===== config.mk =====
export PLATFORM = sky130hd
export DESIGN_NAME = jt12_sepn_flat
export DESIGN_NICKNAME = d
export VERILOG_FILES = /design/src/rtl/jt12_sepn_if.sv /design/src/rtl/jt12_sepn.sv /design/src/flat_wrapper.sv
export SDC_FILE = /design/constraint.sdc
export NUM_CORES = 1
export LEC_CHECK = 0
export ABC_AREA = 1
export BUFFER_PORTS_ARGS = -buffer_cell sky130_fd_sc_hd__buf_2
export CORE_ASPECT_RATIO = 1.25
export CORE_UTILIZATION = 35
export CTS_BUF_LIST = sky130_fd_sc_hd__clkbuf_2
export CTS_CLUSTER_DIAMETER = 200
export DETAILED_ROUTE_END_ITERATION = 16
export PLACE_DENSITY = 0.67
export SYNTH_ARGS = -nofsm -noshare
export SYNTH_HDL_FRONTEND = slang
export SYNTH_SLANG_ARGS = --single-unit

===== constraint.sdc =====
create_clock -name clk -period 8 [get_ports clk]
set_input_delay 1.6 -clock clk [delete_from_list [all_inputs] [get_ports clk]]
set_output_delay 1.6 -clock clk [all_outputs]
set_load 0.03 [all_outputs]

===== src/rtl/jt12_sepn_if.sv =====
// Purpose : bundles the mixed-bus inputs and the per-slot and per-frame observation outputs of jt12_sepn.
// Latency : no logic here. master drives clk_en/mixed/cnt/mask/sel, slave drives the results.
// Backpressure: none. The separator samples on every clk_en and cannot stall the pipeline it watches.
// Ports   : clk_en, mixed[W], cnt[CW], mask[N], sel[CW] go master->slave.
//           slots[N*W], sel_val/alland/allor[W], frame_done, changed, frame_cnt[16], cnt_err go slave->master.
interface jt12_sepn_if #(
   parameter int W  = 10,
   parameter int N  = 24,
   parameter int CW = 5
);
   logic            clk_en;
   logic [W-1:0]    mixed;
   logic [CW-1:0]   cnt;
   logic [N-1:0]    mask;
   logic [CW-1:0]   sel;

   logic [N*W-1:0]  slots;
   logic [W-1:0]    sel_val;
   logic [W-1:0]    alland;
   logic [W-1:0]    allor;
   logic            frame_done;
   logic            changed;
   logic [15:0]     frame_cnt;
   logic            cnt_err;

   modport master (
      output clk_en, mixed, cnt, mask, sel,
      input  slots, sel_val, alland, allor, frame_done, changed, frame_cnt, cnt_err
   );

   modport slave (
      input  clk_en, mixed, cnt, mask, sel,
      output slots, sel_val, alland, allor, frame_done, changed, frame_cnt, cnt_err
   );
endinterface


===== src/rtl/jt12_sepn.sv =====
// Purpose : splits a time-multiplexed operator bus into per-slot registers and reports per-frame
//           AND/OR over masked slots. Also provides a watched-slot change detector, a frame counter
//           and slot-counter sanity checking.
// Latency : slots update on the sampling edge. Frame results and the frame_done/changed pulses are
//           valid right after the edge that samples slot N-1.
// Backpressure: none. Every clk_en sample is consumed. A bad cnt aborts the frame and sets cnt_err.
// Ports   : clk, rst (sync, active-high), bus (jt12_sepn_if.slave).
module jt12_sepn #(
   parameter int W    = 10,
   parameter int N    = 24,
   parameter int CW   = 5,
   parameter int POS0 = 0
) (
   input  logic       clk,
   input  logic       rst,
   jt12_sepn_if.slave bus
);
   localparam logic [CW:0] NW  = (CW+1)'(N);
   localparam logic [CW:0] OFF = (CW+1)'(N - POS0);

   logic [W-1:0]  slot_q [N];
   logic [W-1:0]  acc_and, acc_or;
   logic [W-1:0]  sel_val_q, alland_q, allor_q;
   logic          armed, have_prev, prev_valid;
   logic [CW-1:0] prev_cnt;
   logic          done_q, changed_q, err_q;
   logic [15:0]   fcnt_q;

   // Slot decoding. The sum is one bit wider so that cnt + (N-POS0) cannot overflow.
   logic [CW:0]   sum;
   logic [CW-1:0] slot;
   logic          cnt_ok, brk, arm_now, last, sel_in;
   logic [CW-1:0] nxt;
   logic          mbit;
   logic [W-1:0]  a_next, o_next, sel_pick;

   always_comb begin
      sum     = {1'b0, bus.cnt} + OFF;
      slot    = CW'((sum >= NW) ? sum - NW : sum);
      cnt_ok  = ({1'b0, bus.cnt} < NW);
      sel_in  = ({1'b0, bus.sel} < NW);
      nxt     = (prev_cnt == CW'(N-1)) ? '0 : prev_cnt + CW'(1);
      brk     = have_prev && (bus.cnt != nxt);
      // A broken sequence drops the running frame, but a slot-0 sample re-arms at once.
      arm_now = (slot == '0) || (armed && !brk);
      last    = (slot == CW'(N-1));
      mbit    = bus.mask[slot];
      if (slot == '0) begin
         a_next = mbit ? bus.mixed : '1;
         o_next = mbit ? bus.mixed : '0;
      end else begin
         a_next = acc_and & (mbit ? bus.mixed : '1);
         o_next = acc_or  | (mbit ? bus.mixed : '0);
      end
      // Slot N-1 is still on the bus at completion, so it has not reached its register yet.
      sel_pick = '0;
      for (int i = 0; i < N; i++)
         if (bus.sel == CW'(i))
            sel_pick = (i == N-1) ? bus.mixed : slot_q[i];
   end

   always_ff @(posedge clk) begin
      if (rst) begin
         for (int i = 0; i < N; i++) slot_q[i] <= '0;
         acc_and    <= '0;
         acc_or     <= '0;
         sel_val_q  <= '0;
         alland_q   <= '0;
         allor_q    <= '0;
         armed      <= 1'b0;
         have_prev  <= 1'b0;
         prev_valid <= 1'b0;
         prev_cnt   <= '0;
         done_q     <= 1'b0;
         changed_q  <= 1'b0;
         err_q      <= 1'b0;
         fcnt_q     <= '0;
      end else begin
         // Pulses last one clk regardless of clk_en.
         done_q    <= 1'b0;
         changed_q <= 1'b0;
         if (bus.clk_en) begin
            if (!cnt_ok) begin
               err_q     <= 1'b1;
               armed     <= 1'b0;
               have_prev <= 1'b0;
            end else begin
               for (int i = 0; i < N; i++)
                  if (slot == CW'(i)) slot_q[i] <= bus.mixed;
               prev_cnt  <= bus.cnt;
               have_prev <= 1'b1;
               if (brk) err_q <= 1'b1;
               armed <= arm_now;
               if (arm_now) begin
                  acc_and <= a_next;
                  acc_or  <= o_next;
               end
               if (arm_now && last) begin
                  alland_q   <= a_next;
                  allor_q    <= o_next;
                  sel_val_q  <= sel_in ? sel_pick : '0;
                  changed_q  <= prev_valid && sel_in && (sel_pick != sel_val_q);
                  prev_valid <= 1'b1;
                  done_q     <= 1'b1;
                  fcnt_q     <= fcnt_q + 16'd1;
               end
            end
         end
      end
   end

   for (genvar g = 0; g < N; g++) begin : g_slots
      assign bus.slots[g*W +: W] = slot_q[g];
   end

   assign bus.sel_val    = sel_val_q;
   assign bus.alland     = alland_q;
   assign bus.allor      = allor_q;
   assign bus.frame_done = done_q;
   assign bus.changed    = changed_q;
   assign bus.frame_cnt  = fcnt_q;
   assign bus.cnt_err    = err_q;
endmodule


===== src/flat_wrapper.sv =====
// flat-port wrapper written by rule: the top's interface ports become plain ports
module jt12_sepn_flat 
#(
   parameter int W    = 10,
   parameter int N    = 24,
   parameter int CW   = 5,
   parameter int POS0 = 0
)
  (clk, rst, bus_clk_en, bus_mixed, bus_cnt, bus_mask, bus_sel, bus_slots, bus_sel_val, bus_alland, bus_allor, bus_frame_done, bus_changed, bus_frame_cnt, bus_cnt_err);
  jt12_sepn_if #(.W(W), .N(N), .CW(CW)) bus_i ();
  input  logic clk;
  input  logic rst;
  input wire logic [$bits(bus_i.clk_en)-1:0] bus_clk_en;
  input wire logic [$bits(bus_i.mixed)-1:0] bus_mixed;
  input wire logic [$bits(bus_i.cnt)-1:0] bus_cnt;
  input wire logic [$bits(bus_i.mask)-1:0] bus_mask;
  input wire logic [$bits(bus_i.sel)-1:0] bus_sel;
  output wire logic [$bits(bus_i.slots)-1:0] bus_slots;
  output wire logic [$bits(bus_i.sel_val)-1:0] bus_sel_val;
  output wire logic [$bits(bus_i.alland)-1:0] bus_alland;
  output wire logic [$bits(bus_i.allor)-1:0] bus_allor;
  output wire logic [$bits(bus_i.frame_done)-1:0] bus_frame_done;
  output wire logic [$bits(bus_i.changed)-1:0] bus_changed;
  output wire logic [$bits(bus_i.frame_cnt)-1:0] bus_frame_cnt;
  output wire logic [$bits(bus_i.cnt_err)-1:0] bus_cnt_err;
  assign bus_i.clk_en = bus_clk_en;
  assign bus_i.mixed = bus_mixed;
  assign bus_i.cnt = bus_cnt;
  assign bus_i.mask = bus_mask;
  assign bus_i.sel = bus_sel;
  assign bus_slots = bus_i.slots;
  assign bus_sel_val = bus_i.sel_val;
  assign bus_alland = bus_i.alland;
  assign bus_allor = bus_i.allor;
  assign bus_frame_done = bus_i.frame_done;
  assign bus_changed = bus_i.changed;
  assign bus_frame_cnt = bus_i.frame_cnt;
  assign bus_cnt_err = bus_i.cnt_err;
  jt12_sepn #(.W(W), .N(N), .CW(CW), .POS0(POS0)) u_core (.clk(clk), .rst(rst), .bus(bus_i));
endmodule

==> metrics.yaml <==
synth:
  synthTopCellsByCount: "nand2_1 (329), nor2_1 (299), edfxtp_1 (240), inv_1 (152), o21ai_0 (88)"
  synth_edf_count: 240
  ys.flop_type: "edfxtp_1"
  synthTopCellsByArea: "edfxtp_1 (51%), dfxtp_1 (11%), nand2_1 (8.7%), nor2_1 (7.9%), inv_1 (4.0%)"
  synth_top_family_by_area: "simple AND/OR/NAND/NOR gates"
  syn-cell-area_mm2: 0.0142
  synth-adder-area-share_pct: 0.440
  syn_nets: 1600
  async_flop_share_pct: 0
  yosys.area_share.simple_pct: 25.0
  synthXorXnorAreaFrac_pct: 0.361
  yosysSeqAreaShare_pct: 61.6
  ys_ff_latch: 317
  yosysUniqueCellTypes: 42
  yosysWarnings: 0
  avgSynthCellArea_um2: 9.18
  synth_cells: 1548
  synth_compound_area_share_pct: 6.74
  yosysTopAreaCellShare_pct: 50.7
  muxShareOfSynthArea_pct: 0
  post-synth-top-count-cell: "nand2_1"
  yosysTopAreaCell: "edfxtp_1"
route:
  first_iter_violations: 1299
  drc: 0
  antenna_left: 0
  drt-total-wl_um: 51600
  wire_per_inst_um: 20.8
  vias: 12742
  vias_per_cell: 5.14
  drtPass1Iterations: 5
global_route:
  grt_max_degree: 78
  grt_antenna_before_repair: 1
  grt_pass1_wl_um: 74100
  gr-total-overflow: 0
  grt.total_usage_pct: 24.6
  grt_pass1_vias: 12114
place:
  port_buffers: 335
  hpwl_um: 39500
  post_dp_cell_area_mm2: 0.0164
  gp_congestion: 0.915
  pre_cts_slack_ns: 2.13
timing:
  setup_ws_ns: 3.10
  slew_violations: 0
  clock_skew_ns: 0.0906
  finalCritPeriodShare_pct: 61.2
  tightestPinTransition_ns: 1.05
  post-route-min-period_ns: 4.90
  setup_viol: 0
  rsz0062_at_grt: "false"
  fin_setup_tns_ns: 0
  slew_headroom_pct: 30.1
  hold_viol_final: 0
  max_freq_mhz: 204
clocking:
  clock_insertion_delay_worst_skew_ns: 0.99
  cts_resized: 0
  clockRootBuffer: "clkbuf_2"
  htreeDepth: 3
  hold_buffers: 0
  post_cts_buffers: 0
  clock_sinks: 317
  cts.path.max_buffers: 3
  clkTransAtPathRegs_ns: 0.10
  cts_tree: "built"
  numCtsBuffers: 78
finish:
  areaGrowthSynthToFinish_pct: 20.3
  final_core_util_pct: 42.7
  fin_nets: 1967
  drive_above_1_share_pct: 26.0
  final_cell_area_mm2: 0.0171
worst_setup_path:
  cp_cell_sequence: "buf_2 -> inv_1 -> ha_1 -> inv_1 -> nor2_1 -> a21oi_2 -> xor2_2 -> inv_1 -> nor2_4 -> nand2_2 -> nand2_2 -> nand2_4 -> inv_1 -> nand3_1 -> o21ai_0 -> a21oi_1"
  worstReg2RegStart: "u_core.prev_cnt[0]$_SDFFE_PP0P_"
  cp_max_fo: 42
  max_stage_delay_ns: 0.89
  cp-start-kind: "input port"
  crit_slowest_cell: "inv_1"
  cp.required_ns: 8.89
  crit_type: "in -> reg"
  rrSetupSlack_ns: 3.80
  critPathCaptureType: "flop"
  regToRegEndpoint: "u_core.bus.frame_cnt[15]$_SDFFE_PP0P_"
  reg2reg_depth: 13
  worstPathArrival_ns: 5.78
  cp_common_cell: "inv_1"
power:
  p_leak_nw: 7.21
  p_per_area_mw_per_mm2: 208
  peakVddDrop_v: 0.0000830
  total_power_mw: 3.55
floorplan:
  dieWidth_um: 182
  core_area_mm2: 0.0400
  io_pins: 336
  row_count: 82
  dieArea_mm2: 0.0414
  initial_utilization_pct: 35.5
  chipHeight_um: 227
status:
  status: "finished, final reports clean"
min_path:
  min_path_type: "reg -> reg"
  min_path_cells: 2
  hold_end: "u_core.prev_valid$_SDFFE_PP0P_"
  min_from: "u_core.prev_valid$_SDFFE_PP0P_"
job:
  max_cap_violations: 0
per-layer routing:
metal	global-route usage, %	wire length [um]	up-vias
met5	0	0	-
met4	13.7	2580	0
met3	7.10	5110	130
met2	40.8	24500	735
met1	28.6	19400	5976
li1	-	-	5901
state kept, by name (all words and copies together), names as in the netlist, 5 cells and up:
name                  flops
u_core.slot_q           240
u_core.bus.sel_val       10
u_core.bus.alland        10
u_core.acc_or            10
u_core.bus.allor         10
u_core.acc_and           10
u_core.prev_cnt           5
u_core.bus.frame_cnt     16
where the power goes:
group          internal [mW]  leakage [nW]  switching [mW]
registers               1.86          2.92          0.0672
clock network          0.425         0.524           0.682
logic                  0.117          3.77           0.408
cells by family after synthesis:
group | count (synthesis)
xor+xnor | 5
fa+ha+maj | 5
flops | 317
simple gates | 819
compound gates | 182
buf+inv | 220
worst max-delay path, delay by kind of cell:
kind	cells	cell delay [ns]
compound gates	3	0.48
xor+xnor	1	0.25
fa+ha+maj	1	0.21
buf+inv	5	1.42
simple gates	6	1.78
how the worst max path moves through the flow:
stage | to | start
2_1_floorplan | u_core.slot_q[0][40]$_SDFFCE_PN0P_ | bus_cnt[4]
3_3_place_gp | u_core.bus.frame_cnt[15]$_SDFFE_PP0P_ | bus_cnt[3]
3_5_place_dp | u_core.bus.frame_cnt[15]$_SDFFE_PP0P_ | bus_cnt[3]
4_1_cts | u_core.bus.frame_cnt[15]$_SDFFE_PP0P_ | bus_cnt[3]
5_1_grt | u_core.bus.frame_cnt[15]$_SDFFE_PP0P_ | bus_cnt[3]
6_report | u_core.bus.frame_cnt[15]$_SDFFE_PP0P_ | bus_cnt[3]
through the flow:
| step | std cells | hold WS, ns |
|---|---|---|
| 6_report | 2477 | 0.470 |
| 5_1_grt | 2477 | 0.489 |
| 4_1_cts | 2476 | 0.465 |
| 3_5_place_dp | 2339 | 0.451 |
| 3_3_place_gp | 2339 | 0.438 |
| 2_1_floorplan | 1548 | 0.431 |
area by class of cell:
class                      instances  area (um2)
fill                            3980       22900
multi-input combinational       1011        4630
tap                              504         631
antenna                            1        2.50
timing repair buffer             347        1770
inverter                         160         601
clock buffer                     105         526
sequential                       317        8750
clock inverter                    32         191
layout by cell type, fill, tap and decap left out, types with 7 or more instances in the layout:
cell type | Yosys | layout
buf_2 | 4 | 335
nand2_1 | 329 | 329
nor2_1 | 299 | 299
edfxtp_1 | 240 | 240
inv_1 | 152 | 152
clkbuf_2 | 0 | 105
o21ai_0 | 88 | 88
dfxtp_1 | 77 | 77
a21oi_1 | 71 | 71
nand3_1 | 70 | 70
nand4_1 | 45 | 45
clkinv_1 | 0 | 20
nor3_1 | 15 | 15
buf_4 | 1 | 12
o22ai_1 | 11 | 11
or2_2 | 10 | 10
inv_2 | 8 | 9
or2_0 | 8 | 8
nor2_2 | 7 | 7
Power figures use the tool's default switching activity.
